===== src/rtl/data_sync_mc.sv =====
`timescale 1ns/1ps
`default_nettype none
// ============================================================================
// Module   : data_sync_mc
// Purpose  : Multi-channel bus synchroniser. Each channel carries its enable
//            qualifier through a NUM_STAGES flop chain into the CLK domain.
//            On a detected enable event, it captures that channel's data slice
//            and raises a one-cycle strobe. A valid/ready handshake holds the
//            captured word until it is consumed, and a sticky overrun flag
//            records any word that was overwritten before it was consumed.
// Ports    :
//   CLK          in   1                  destination clock (rising edge)
//   RST          in   1                  asynchronous active-low reset
//   Unsync_bus   in   NUM_CH*BUS_WIDTH   source data, channel c at
//                                        [c*BUS_WIDTH +: BUS_WIDTH]
//   bus_enable   in   NUM_CH             source qualifier per channel
//   sync_ready   in   NUM_CH             downstream accepts channel data
//   overrun_clr  in   1                  clears every overrun flag
//   sync_bus     out  NUM_CH*BUS_WIDTH   captured data, same packing
//   sync_valid   out  NUM_CH             channel holds unconsumed data
//   enable_pulse out  NUM_CH             one-cycle strobe per capture
//   overrun      out  NUM_CH             sticky: unconsumed data overwritten
// Revision : 1.0  initial release
// ============================================================================
module data_sync_mc #(
  parameter int NUM_STAGES  = 2,  // synchroniser depth, 2..4
  parameter int BUS_WIDTH   = 8,
  parameter int NUM_CH      = 2,
  parameter int TOGGLE_MODE = 0   // 0: rising-edge event, 1: any-edge event
) (
  input  logic                        CLK,
  input  logic                        RST,
  input  logic [NUM_CH*BUS_WIDTH-1:0] Unsync_bus,
  input  logic [NUM_CH-1:0]           bus_enable,
  input  logic [NUM_CH-1:0]           sync_ready,
  input  logic                        overrun_clr,
  output logic [NUM_CH*BUS_WIDTH-1:0] sync_bus,
  output logic [NUM_CH-1:0]           sync_valid,
  output logic [NUM_CH-1:0]           enable_pulse,
  output logic [NUM_CH-1:0]           overrun
);

  for (genvar c = 0; c < NUM_CH; c++) begin : g_ch

    // ------------------------------------------------------------------
    // Per-channel state
    // ------------------------------------------------------------------
    logic [NUM_STAGES-1:0] sync_q,  sync_d;
    logic                  sprev_q, sprev_d;
    logic [BUS_WIDTH-1:0]  data_q,  data_d;
    logic                  valid_q, valid_d;
    logic                  pulse_q, pulse_d;
    logic                  ovr_q,   ovr_d;

    logic                  sen;
    logic                  evt;
    logic                  accept;

    // The last synchroniser stage is the first signal that is safe to use
    // in the CLK domain.
    assign sen = sync_q[NUM_STAGES-1];

    if (TOGGLE_MODE != 0) begin : g_toggle
      // Either enable transition marks a new word.
      assign evt = sen ^ sprev_q;
    end else begin : g_level
      // Only the rising edge counts, so a held-high enable yields one event.
      assign evt = sen & ~sprev_q;
    end

    // A consumer handshake only means something while a word is pending.
    assign accept = valid_q & sync_ready[c];

    // ------------------------------------------------------------------
    // Next-state logic
    // ------------------------------------------------------------------
    always_comb begin
      sync_d  = {sync_q[NUM_STAGES-2:0], bus_enable[c]};
      sprev_d = sen;

      // The source holds its data stable around the enable transition.
      // That makes the raw bus safe to sample during the event cycle.
      data_d  = data_q;
      if (evt) begin
        data_d = Unsync_bus[c*BUS_WIDTH +: BUS_WIDTH];
      end

      pulse_d = evt;

      // A new event keeps valid high even when the old word is being
      // accepted in the same cycle. The new word simply replaces it.
      valid_d = valid_q;
      if (evt) begin
        valid_d = 1'b1;
      end else if (accept) begin
        valid_d = 1'b0;
      end

      // Overwriting a pending, unaccepted word sets the flag. A set in the
      // same cycle as a clear takes priority over the clear.
      ovr_d = ovr_q;
      if (evt && valid_q && !sync_ready[c]) begin
        ovr_d = 1'b1;
      end else if (overrun_clr) begin
        ovr_d = 1'b0;
      end
    end

    // ------------------------------------------------------------------
    // State registers
    // ------------------------------------------------------------------
    always_ff @(posedge CLK or negedge RST) begin
      if (!RST) begin
        sync_q  <= '0;
        sprev_q <= 1'b0;
        data_q  <= '0;
        valid_q <= 1'b0;
        pulse_q <= 1'b0;
        ovr_q   <= 1'b0;
      end else begin
        sync_q  <= sync_d;
        sprev_q <= sprev_d;
        data_q  <= data_d;
        valid_q <= valid_d;
        pulse_q <= pulse_d;
        ovr_q   <= ovr_d;
      end
    end

    // ------------------------------------------------------------------
    // Outputs
    // ------------------------------------------------------------------
    assign sync_bus[c*BUS_WIDTH +: BUS_WIDTH] = data_q;
    assign sync_valid[c]                      = valid_q;
    assign enable_pulse[c]                    = pulse_q;
    assign overrun[c]                         = ovr_q;

  end : g_ch

endmodule
`default_nettype wire


===== config.mk =====
export PLATFORM = sky130hd
export DESIGN_NAME = data_sync_mc
export DESIGN_NICKNAME = d
export VERILOG_FILES = /design/src/rtl/data_sync_mc.sv
export SDC_FILE = /design/constraint.sdc
export NUM_CORES = 1
export LEC_CHECK = 0
export CORE_MARGIN = 4
export CORE_UTILIZATION = 43
export DETAILED_ROUTE_END_ITERATION = 16
export DONT_BUFFER_PORTS = 1
export MAX_ROUTING_LAYER = met4
export REMOVE_ABC_BUFFERS = 1
export SETUP_SLACK_MARGIN = 0.05
export SLEW_MARGIN = 20
export SYNTH_ARGS = -nofsm -noshare
export SYNTH_HDL_FRONTEND = slang
export SYNTH_SLANG_ARGS = --single-unit

===== constraint.sdc =====
create_clock -name CLK -period 1.43 [get_ports CLK]
set_clock_uncertainty 0.1 [all_clocks]
set_input_delay 0.143 -clock CLK [delete_from_list [all_inputs] [get_ports CLK]]
set_output_delay 0.143 -clock CLK [all_outputs]
set_load 0.02 [all_outputs]

## Word level (Yosys, flattened, before mapping)

Index checks and enable logic that the tools add are counted.

| cells by class | value |
|---|---|
| muxes and demuxes | 7 |
| bitwise logic cells | 6 |
| reduce and logical (&&, ||, !) cells | 10 |

Operator list:

| operator | count |
|---|---|
| nonzero test 2 bit | 4 |
| 2-to-1 mux 1 bit | 7 |
| bitwise AND 1 bit | 4 |
| logical AND 1 bit | 4 |
| logical NOT 1 bit | 2 |
| NOT 1 bit | 2 |

| storage, ports and cells | value |
|---|---|
| register bits | 28 |
| bits of input ports | 23 |
| output and inout bits | 22 |
| word-level logic and storage cells | 35 |

## Depth between registers and ports, before layout

Gate-level depths: netlist of run 1.

| logic depth | value |
|---|---|
| word-level depth | 5 |
| mapped depth | 3 |
| gate-level depth less buffers | 3 |

## Worst setup path before layout of run 1

No wires, ideal clock.

| timing | value |
|---|---|
| path type | flip-flop to flip-flop |
| from | reg g_ch[0].sprev_q |
| to | reg g_ch[0].data_q[0] |
| setup time | 0.125 ns |
| data arrival time | 0.887 ns |
| data required time | 1.205 ns |
| slack | 0.318 ns |
| stages on the path, launching flop included | 4 |
| buffers on the path | 0 |
| period minus slack after synthesis | 1.112 ns |
| cell sequence | dfrtp_1 -> nand2b_4 -> inv_6 -> mux2_4 |

| on the way | value |
|---|---|
| longest elaborated chain between the ends | 2 |

RTL lines:

| element | RTL line | source |
|---|---|---|
| from (decl) | 49 | `logic sprev_q, sprev_d;` |
| from (signal assigned) | 122 | `sprev_q <= sprev_d;` |
| NOT 1 bit | 68 | `assign evt = sen & ~sprev_q;` |
| bitwise AND 1 bit | 68 |  |
| net g_ch[0].evt | 56 | `logic evt;` |
| to (signal assigned) | 123 | `data_q <= data_d;` |
| to (decl) | 50 | `logic [BUS_WIDTH-1:0] data_q, data_d;` |

The timed path passes the listed nets, and every way through them passes these cells.
A chain may end at the register's enable or synchronous reset.

## Worst setup path after layout of run 1

| timing | value |
|---|---|
| from | reg g_ch[0].sprev_q |
| to | reg g_ch[0].data_q[1] |

The elaborated chain is that of the path after synthesis.

==> results.toml, run 1 <==
[yosys]
synth.ff_latch_count = 28
synth.yosys.warnings = 0
postSynthCellCount = 62
syn_area_per_cell_um2 = 17.3
async_set_or_reset_register_ratio_after_synthesis = 1.00
yosysTopAreaCell = "dfrtp_1"
synth-edff-count = 0
yosysUniqueCellTypes = 9
ys_seq_area_frac = 0.654
syn_area_um2 = 1070
ys_top_cells_by_area = "dfrtp_1 65%, mux2_4 22%, buf_4 4.2%, nand2b_4 2.6%, inv_6 1.6%"
count_leader_synth = "dfrtp_1"
netlist.area_leader.share = 0.654
synth_top_flop_cell = "dfrtp_1"
synth_common_cells = "28 x dfrtp_1, 16 x mux2_4, 6 x buf_4"

[sta]
finalCriticalPeriod_ns = 1.17
max_clock_freq_ghz = 0.855
setup_total_negative_slack_ns = 0
postLayoutSetupSlackWorst_ns = 0.260
final-max-slew-violation-count = 0
hold_viol_final = 0
worst_slew_margin_rel = 0.837
timing_worst_slew_pin_value_ns = 0.245
grt_setup_unrepaired = "no"
finalCritPeriodShare = 0.818
setup_violators_final = 0

[clock_network]
cts_inserted_buffers = 3
root_buffer = "clkbuf_4"
tritoncts = "built"
numClockSinks = 28
post-cts-setup-buffers = 0
htree_levels = 1
clk_latency_ns = 0.31
path_clk_slew_ns = 0.13
cts-root-to-sink-buffers = 2

[critical_path]
timing.critical_path.arrival_ns = 1.28
critical_path_required_ns = 1.54
r2r_startpoint = "g_ch[0].sprev_q"
critical_path.max_stage_delay_ns = 0.38
timing.critical_path.slowest_stage_cell = "dfrtp_1"
crit_chain = "nand2b_4, inv_6, mux2_4"
classification_of_the_worst_setup_path = "flip-flop to flip-flop"
r2r_end = "g_ch[0].data_q[1]"
path_delay_family = "flip-flops"
worstPathBufferInverterCount = 1
end_kind = "flip-flop"
worst-path-max-fanout = 9
cp-start-kind = "flip-flop"
worstRegToRegCells = 3
rrSetupSlack_ns = 0.26

[grt]
grt_first_pass_wirelength_um = 2630
grt-ovfl-total = 0
gr-usage-all-layers = 0.106
first_global_vias = 532
initial_antenna_violation_count = 0
grt_start_max_net_pins = 29

[place]
dp_worst_setup_slack_ns = 0.273
numPortBuffers = 0
gp_congestion = 0.638
post-dp-hpwl_um = 1120

[die]
ios = 45
fp.dieArea_um2 = 3350
floorplan.die.width_um = 57.9
die_height_um = 57.9
num_rows = 17
placeableCoreArea_um2 = 2300
floorplan.initialDensity = 0.466

[pwr]
p_per_area_nw_per_um2 = 1170
vdd_drop_max_v = 0.000732
power_leakage_uw = 0.000615

[final_layout]
final_net_count = 107
post_route_cells_drive_above_1_share = 0.293
area_growth_syn_to_layout_pct = 23.6
fillers = 184
layout.area.seq_um2 = 701
antenna_cells = 0
area_occupied_by_multi_input_gates_um2 = 300

[drt]
drt_pass1_iterations = 2
dr_total_vias = 519
detail_route.iter0.violations = 4
route.detailed.vias_per_inst = 4.72
route.detailed.wl_per_inst_um = 15.6
post-route-drc-count = 0
antenna_nets_post_route = 0
totalWireLength_um = 1720

[hold_path]
timing.hold.worst.class = "input pin to asynchronous set/reset pin"

[outcome]
status = "finished, final reports clean"

[flow_run]
cap_violations = 0
flip-flops by register name (all words and copies together) (netlist names):
name,cells
g_ch.ovr_q,2
g_ch.sync_q,4
g_ch.pulse_q,2
g_ch.data_q,16
g_ch.sprev_q,2
g_ch.valid_q,2
metal layers:
layer  global-route usage  share of wire  vias up
met2                0.171           0.52       20
met3               0.0245          0.077        2
li1                     -              -      241
met1                0.126           0.40      256
met4               0.0497         0.0093        0
met5                    -              0        -
cell families after synthesis:
kind of cell | Yosys count | synth area share
buffers and inverters | 10 | 0.0654
AO/OA/AOI/OAI | 2 | 0.0117
AND/OR/NAND/NOR | 6 | 0.0444
flip-flops | 28 | 0.654
multiplexers | 16 | 0.224
worst max path at each step:
stage | startpoint | cells past startpoint | slack, ns | end
6_report | g_ch[0].sprev_q | 3 | 0.26 | g_ch[0].data_q[1]
5_1_grt | g_ch[0].sprev_q | 3 | 0.22 | g_ch[0].data_q[1]
4_1_cts | g_ch[0].sprev_q | 3 | 0.25 | g_ch[0].data_q[4]
3_5_place_dp | g_ch[0].sprev_q | 3 | 0.27 | g_ch[0].data_q[0]
3_3_place_gp | g_ch[0].sprev_q | 3 | 0.29 | g_ch[0].data_q[4]
2_1_floorplan | g_ch[0].sprev_q | 3 | 0.32 | g_ch[0].data_q[0]
where the power goes:
part | total (µW) | switching, µW | leakage (µW) | internal, µW
combinational | 212 | 63.4 | 0.000266 | 149
clock | 300 | 201 | 0.0000138 | 98.5
sequential | 1040 | 159 | 0.000335 | 877
total | 1550 | 424 | 0.000615 | 1120
through the flow:
stage / instances / hold slack [ns] / cell area (µm²) / utilization / power, µW
after floorplan: 56 / -0.253 / 1030 / - / 1170
after global placement: 84 / -0.252 / 1060 / 0.462 / 1190
after detailed placement: 84 / -0.252 / 1060 / 0.462 / 1200
after CTS: 110 / 0.136 / 1320 / 0.576 / 1580
after global routing: 110 / 0.127 / 1320 / 0.576 / 1620
final: 110 / 0.139 / 1320 / 0.576 / 1550
worst reg2reg max path, delay by kind of cell, from the launching register on:
kind	cells	cell delay (ns)
flip-flops	1	0.38
buffers and inverters	1	0.12
AND/OR/NAND/NOR	1	0.16
multiplexers	1	0.31
layout by cell type (no fill, tap or decap):
master / count
dfrtp_1: 28
dlygate4sd3_1: 22
mux2_4: 16
clkbuf_4: 3
nand2b_4: 2
inv_6: 2
nand2b_1: 2
nand2_1: 2
inv_1: 2
o22ai_1: 2
buf_12: 1
area by class of cell:
| cell class | instances | area share |
|---|---|---|
| inverters | 4 | 0.0189 |
| multi-input cells | 24 | 0.227 |
| well taps | 28 | 0.0265 |
| flip-flops and latches | 28 | 0.529 |
| repair buffers | 23 | 0.181 |
| clock buffers | 3 | 0.0170 |
timing repair:
| action | 4_1_cts | 5_1_grt |
|---|---|---|
| resized for setup | 0 | 0 |
| hold buffers | 23 | 0 |
| hold endpoints to repair | 50 | 0 |
Power figures use the tool's default switching activity.
==> inputs of run 2 (changes only) <==
==> constraint.sdc (replaced) <==
create_clock -name CLK -period 1.1 [get_ports CLK]
set_clock_uncertainty 0.1 [all_clocks]
set_input_delay 0.11 -clock CLK [delete_from_list [all_inputs] [get_ports CLK]]
set_output_delay 0.11 -clock CLK [all_outputs]
set_load 0.02 [all_outputs]
==> results.toml, run 2 (synthesized netlist as in run 1, its figures left out) <==
[grt]
grt_first_pass_wirelength_um = 3060
grt-ovfl-total = 0
first_global_vias = 648
gr-usage-all-layers = 0.128
grt_start_max_net_pins = 29
initial_antenna_violation_count = 0

[critical_path]
timing.critical_path.slowest_stage_cell = "dfrtp_1"
rrSetupSlack_ns = -0.04
critical_path.startpoint = "g_ch[0].sync_q[1]"
r2r_end = "g_ch[0].data_q[6]"
path_delay_family = "flip-flops"
cp-start-kind = "flip-flop"
end_kind = "flip-flop"
worstPathBufferInverterCount = 1
timing.critical_path.arrival_ns = 1.26
timing.critical_path.to = "g_ch[0].data_q[6]"
critical_path.max_stage_delay_ns = 0.43
worst-path-max-fanout = 9
r2r_startpoint = "g_ch[0].sync_q[1]"
critical_path_required_ns = 1.22
classification_of_the_worst_setup_path = "flip-flop to flip-flop"
worst-path-stages = 3
worstRegToRegCells = 3
crit_chain = "nand2b_4, clkinv_8, mux2_4"

[die]
floorplan.die.width_um = 57.9
placeableCoreArea_um2 = 2300
die_height_um = 57.9
num_rows = 17
ios = 45
floorplan.initialDensity = 0.466
fp.dieArea_um2 = 3350

[drt]
totalWireLength_um = 2010
drt_pass1_iterations = 3
post-route-drc-count = 0
dr_total_vias = 646
route.detailed.wl_per_inst_um = 14.4
route.detailed.vias_per_inst = 4.65
antenna_nets_post_route = 0
detail_route.iter0.violations = 4

[clock_network]
numClockSinks = 28
clk_latency_ns = 0.32
cts-root-to-sink-buffers = 2
root_buffer = "clkbuf_4"
path_clk_slew_ns = 0.14
cts_inserted_buffers = 3
htree_levels = 1
tritoncts = "built"

[pwr]
p_per_area_nw_per_um2 = 1450
finalPower_uw = 2380
vdd_drop_max_v = 0.00118
power_leakage_uw = 0.000781

[sta]
grt_setup_unrepaired = "yes"
postLayoutSetupSlackWorst_ns = -0.0403
final-max-slew-violation-count = 0
hold_viol_final = 0
timing_worst_slew_pin_value_ns = 0.202
finalCriticalPeriod_ns = 1.14
finalCritPeriodShare = 1.04
setup_total_negative_slack_ns = -0.526
max_clock_freq_ghz = 0.877
setup_violators_final = 16
worst_slew_margin_rel = 0.865

[final_layout]
antenna_cells = 0
most_common_cell_after_layout_fill_and_taps_aside = "dfrtp_1"
largest_register_ffs = 16
post_route_cells_drive_above_1_share = 0.514
layout_common_cells = "25 x dfrtp_1, 22 x dlygate4sd3_1, 17 x buf_6"
largest_registers = "g_ch.data_q: 16 flops, g_ch.sync_q: 4 flops"
largest-register = "g_ch.data_q"
finalInstanceArea_um2 = 1640
finalNonFillerCells = 139
area_growth_syn_to_layout_pct = 52.8
final_net_count = 135

[outcome]
status = "finished, violations left"
violations = "negative setup slack"

[place]
dp_worst_setup_slack_ns = -0.0532
placed_cells = 103
gp_congestion = 0.629
post-dp-hpwl_um = 1220
dpl-instance-area_um2 = 1200
numPortBuffers = 0

[flow_run]
cap_violations = 0

[hold_path]
timing.hold.worst.class = "input pin to asynchronous set/reset pin"
run 2: cell count changes in the layout (fill, tap and decap cells not counted), sizes merged:
cell and delta:
clkbuf +1, buf +28, inv -2, clkinv +2
run 2: what timing repair did:
| item | CTS | global route |
|---|---|---|
| pin swaps | 0 | 1 |
| buffers inserted | 3 | 6 |
| hold buffers | 23 | 0 |
| gates resized for setup | 19 | 6 |
| hold endpoints to repair | 50 | 0 |
| setup endpoints to repair | 33 | 36 |
run 2: worst min path at each step:
stage	start	to	slack, ns	cells past startpoint
2_1_floorplan	RST	g_ch[0].data_q[0]	-0.29	0
3_3_place_gp	RST	g_ch[1].data_q[7]	-0.28	0
3_5_place_dp	RST	g_ch[1].data_q[4]	-0.28	0
4_1_cts	RST	g_ch[0].sync_q[0]	0.1	2
5_1_grt	RST	g_ch[1].data_q[4]	0.13	2
6_report	RST	g_ch[1].data_q[4]	0.13	2
run 2: metal layers:
layer  vias up  wire length (µm)  global-route usage
met5         -                 0                   -
met4         0                13              0.0695
met3         2               109              0.0267
met2        18              1070               0.197
met1       328               817               0.158
li1        298                 -                   -
run 2: area by class of cell:
type	instances	area, µm²
clock buffer	4	36.3
multi-input combinational	24	307
tap	28	35.0
inverter	4	40.0
timing repair buffer	51	514
sequential	28	704
fill	166	661
run 2: through the flow:
stage / hold WS (ns) / util
finish: 0.126 / 0.712
global route: 0.127 / 0.712
CTS: 0.0969 / 0.684
detailed placement: -0.285 / 0.524
global placement: -0.285 / 0.524
floorplan: -0.286 / -
run 2: where the power goes:
group          switching [µW]  internal (µW)  leakage [µW]  total (µW)
Clock                     273            202     0.0000210         475
Sequential               95.0           1140      0.000331        1240
Combinational             254            412      0.000429         666
